$ cat config.mk
export PLATFORM = sky130hd
export DESIGN_NAME = eth_crc32_byte
export DESIGN_NICKNAME = d
export VERILOG_FILES = /design/src/rtl/eth_pkg.sv /design/src/rtl/eth_crc32_byte.sv
export SDC_FILE = /design/constraint.sdc
export NUM_CORES = 1
export LEC_CHECK = 0
export CAP_MARGIN = 20
export CORE_MARGIN = 2
export CORE_UTILIZATION = 35
export DETAILED_ROUTE_END_ITERATION = 10
export PLACE_DENSITY_LB_ADDON = 0.2
export SETUP_SLACK_MARGIN = 0.3
export SLEW_MARGIN = 20
export SYNTH_ARGS = -nofsm -noshare
export SYNTH_HDL_FRONTEND = slang
export SYNTH_SLANG_ARGS = --single-unit
$ cat constraint.sdc
create_clock -name vclk -period 2.2
set_input_delay 0.44 -clock vclk [all_inputs]
set_output_delay 0.44 -clock vclk [all_outputs]
set_load 0.01 [all_outputs]
$ cat src/rtl/eth_pkg.sv
// Shared definitions for the Ethernet receive path: FSM states, speed
// encodings, framing constants and the byte-wide CRC32 step.
package eth_pkg;

  typedef enum logic [1:0] {
    IDLE = 2'd0,
    PRE  = 2'd1,
    DATA = 2'd2,
    DROP = 2'd3
  } rx_state_e;

  localparam logic [1:0] SPEED_10   = 2'b00;
  localparam logic [1:0] SPEED_100  = 2'b01;
  localparam logic [1:0] SPEED_1000 = 2'b10;

  localparam logic [7:0]  ETH_PREAMBLE    = 8'h55;
  localparam logic [7:0]  ETH_SFD         = 8'hD5;
  localparam logic [31:0] ETH_CRC_INIT    = 32'hFFFF_FFFF;
  localparam logic [31:0] ETH_CRC_RESIDUE = 32'hDEBB_20E3;
  localparam logic [31:0] ETH_CRC_POLY    = 32'hEDB8_8320;

  // Reflected CRC32 over one byte, LSB first, no final inversion.
  function automatic logic [31:0] crc32_byte(input logic [31:0] crc,
                                             input logic [7:0]  data);
    logic [31:0] c;
    c = crc ^ {24'h0, data};
    for (int unsigned i = 0; i < 8; i++) begin
      c = c[0] ? ((c >> 1) ^ ETH_CRC_POLY) : (c >> 1);
    end
    return c;
  endfunction

endpackage

$ cat src/rtl/eth_crc32_byte.sv
// Combinational next-CRC for one byte; shared with the TX FCS generator.
module eth_crc32_byte
  import eth_pkg::*;
(
  input  logic [31:0] crc_i,
  input  logic [7:0]  byte_i,
  output logic [31:0] crc_o
);

  // one byte step of the reflected CRC32
  always_comb crc_o = crc32_byte(crc_i, byte_i);

endmodule

==> metrics.cfg, run 1 <==
[synth]
synth_top_area_share=0.284
synth_top_area_cell=xnor2_1
synthesis.area_um2=925
syn_avg_cell_area_um2=13.8
synth.top_cells.by_area=xnor2_1 (28%), xnor3_1 (24%), xor3_1 (13%)
synthTopCellsByCount=xnor2_1 (30), xnor3_1 (10), xor2_1 (9), xnor2_2 (6), xor3_1 (5)
netlist_instances=67
yosysMostFrequentCell=xnor2_1
yosysSeqAreaShare=0
synth_cell_types=10
yosys_warnings=0
syn_nets=107

[floorplanning]
initial_core_util=0.370
die-height_um=55.4
core.rowCount=18
ios=72
die_w_um=55.4

[placed_design]
pre_cts_slack_ns=-0.741
dp.cells=200
dpl.hpwl_mm=2.28
place_congestion=0.757
numPortBuffers=72

[outcome]
status=stopped before the end
stop_stage=clock tree synthesis
error_line=[ERROR DPL-0038] Utilization greater than 100%, impossible to legalize

[cts]
cts_resized=278
postCtsHoldBufs=0
post_cts_buffers=33

-- cell families after synthesis --
family	after synthesis	share of synthesized area
XOR/XNOR	66	0.996
buffers and inverters	1	0.00406
-- metrics by stage --
stage	setup TNS [ns]	hold slack [ns]	area, um2
after global placement	-18.55	1.88	2060
after detailed placement	-19.53	1.89	2060
after floorplan	0	0.947	1050
==> run 2: changes to the inputs <==
--- a/config.mk
+++ b/config.mk
@@ -7,10 +7,9 @@
 export LEC_CHECK = 0
 export CAP_MARGIN = 20
 export CORE_MARGIN = 2
-export CORE_UTILIZATION = 35
+export CORE_UTILIZATION = 25
 export DETAILED_ROUTE_END_ITERATION = 10
-export PLACE_DENSITY_LB_ADDON = 0.2
-export SETUP_SLACK_MARGIN = 0.3
+export PLACE_DENSITY_LB_ADDON = 0.15
 export SLEW_MARGIN = 20
 export SYNTH_ARGS = -nofsm -noshare
 export SYNTH_HDL_FRONTEND = slang
==> run 2 against run 1 <==
Compared with the run above:
- the run now ends clean
- synthesized cell count did not move
- synthesized area did not move
==> metrics.cfg, run 2 <==
[drt]
drt_wl_total_mm=2.91
wl_per_cell_um=12.4
drt-initial-drc-count=3
drc=0
first_pass_iters=2
dr_total_vias=912
viasPerCell=3.88
antenna_left=0

[timing]
period_share=0.985
relSlewSlack=0.874
hold_viol=0
finalSetupViolCount=0
min_period_ns=2.17
holdWs_ns=1.56
finalSetupTns_ns=0
fmax_mhz=462
report.final.slew_viol_count=0
rsz0062_at_grt=true
tightest_slew_ns=0.187

[global_routing]
grt_usage=0.142
grt_max_degree=7
grt_overflow=0
grt_pass1_wl_mm=4.71
antenna_found_initial=0
grt_pass1_vias=1010

[job]
drv_cap=0

[floorplanning]
initial_core_util=0.256
die_area_um2=4200
ios=72
die-height_um=64.8
core.rowCount=22
die_w_um=64.8
coreArea_um2=3610

[pwr]
total_power_w=0.00134
vdd_drop_max_uv=327
p_leak_nw=1.09
power_density_nw_per_um2=593

[synth]
synth_mux_area_frac=0
synth_cell_types=10
synth.top_cells.by_area=xnor2_1 (28%), xnor3_1 (24%), xor3_1 (13%)
synth_top_area_cell=xnor2_1
synth_compound_area_frac=0
synth_top_family_by_area=XOR/XNOR gates
synth_fa_ha_area_frac=0
synth-simple-area-share=0
netlist_instances=67
synthXorXnorAreaFrac=0.996
synth_top_area_share=0.284
synthesis.area_um2=925
yosysSeqAreaShare=0
syn_nets=107
synthTopCellsByCount=xnor2_1 (30), xnor3_1 (10), xor2_1 (9), xnor2_2 (6), xor3_1 (5)
syn_avg_cell_area_um2=13.8
yosysMostFrequentCell=xnor2_1
yosys_warnings=0

[final_layout]
diodes=0
seq_area_um2=0
syn2layout_area_growth_pct=145
nets=229
final_util=0.627
final_common_cell=buf_4
nFlopsAndLatches=0
drive_gt1_frac=0.561
clock_buffers=0
mostFrequentLayoutCells=buf_4 (33), xnor2_1 (25), clkdlybuf4s50_1 (23)
fillerInstances=321

[worst_setup_path]
critPathBufInv=5
worst_ep_arrival_time_ns=1.73
crit_path_frequent_cell=buf_6
cp_cell_sequence=buf_8 -> xor2_4 -> buf_6 -> buf_12 -> buf_6 -> xor2_2 -> xnor3_1 -> buf_2
cp-startpoint=byte_i[1]
critPathTopFamily=XOR/XNOR gates
cp_max_fo=3
cpPeakStageDelay_ns=0.34
cp.required_ns=1.76
critical_path_class=input pin to output pin
end_kind=output pin
start_kind=input pin
cp_slowest_cell=xnor3_1

[min_path]
hp-class=input pin to output pin
holdCritStartpoint=crc_i[2]

[placed_design]
numPortBuffers=72
dpl.hpwl_mm=2.25
place_congestion=0.636

[outcome]
status=finished clean

-- run 2: cell counts after synthesis --
No cell type changed its count.
-- run 2: tightest hold or removal path: stages --
cell and delay, ns:
buf_12 0.10, xnor2_4 0.13, buf_4 0.13, xnor2_1 0.05
dlygate4sd2_1 0.27
-- run 2: timing repair --
action	CTS	global route
gates resized for setup	183	23
hold buffers	0	0
pin swaps	25	11
buffers inserted	19	5
setup endpoints to repair	32	19
-- run 2: per-stage QoR --
stage,area (um2),cells,worst slack (ns)
2_1_floorplan,925,67,0.0673
3_3_place_gp,1900,213,-0.902
3_5_place_dp,1900,213,-0.855
4_1_cts,2190,232,-0.0547
5_1_grt,2260,235,-0.00476
6_report,2260,235,0.0339
-- run 2: cell type report --
type                            count  area (um2)  area share
Multi-Input combinational cell     66        1120       0.496
Timing Repair Buffer              120        1080       0.476
Inverter                            1        3.75     0.00166
Tap cell                           48        60.1      0.0265
-- run 2: logic make-up after synthesis --
kind of cell | count (synthesis)
buffers and inverters | 1
XOR/XNOR | 66
-- run 2: power breakdown --
group	internal, W	switching, W	total (W)
combinational	0.000825	0.000517	0.00134
sequential	0	0	0
clock	0	0	0
-- run 2: path summary, 6_finish.rpt --
| kind | endpoint | depth (start not counted) |
|---|---|---|
| setup / recovery | crc_o[18] | 8 |
| hold / removal | crc_o[10] | 5 |
-- run 2: layer usage --
| metal | GRT usage | share of wire | up-vias |
|---|---|---|---|
| met3 | 0.0156 | 0.068 | 0 |
| met2 | 0.296 | 0.56 | 41 |
| met5 | 0 | 0 | - |
| met4 | 0 | 0 | 0 |
| li1 | - | - | 457 |
| met1 | 0.159 | 0.37 | 414 |
Power figures use the tool's default switching activity.
==> run 3: changes to the inputs <==
--- a/config.mk
+++ b/config.mk
@@ -5,7 +5,7 @@
 export SDC_FILE = /design/constraint.sdc
 export NUM_CORES = 1
 export LEC_CHECK = 0
-export CAP_MARGIN = 20
+export CAP_MARGIN = 5
 export CORE_MARGIN = 2
 export CORE_UTILIZATION = 25
 export DETAILED_ROUTE_END_ITERATION = 10
==> results of run 3 <==
The final DEF is identical to that of run 2; final timing and power are the same.
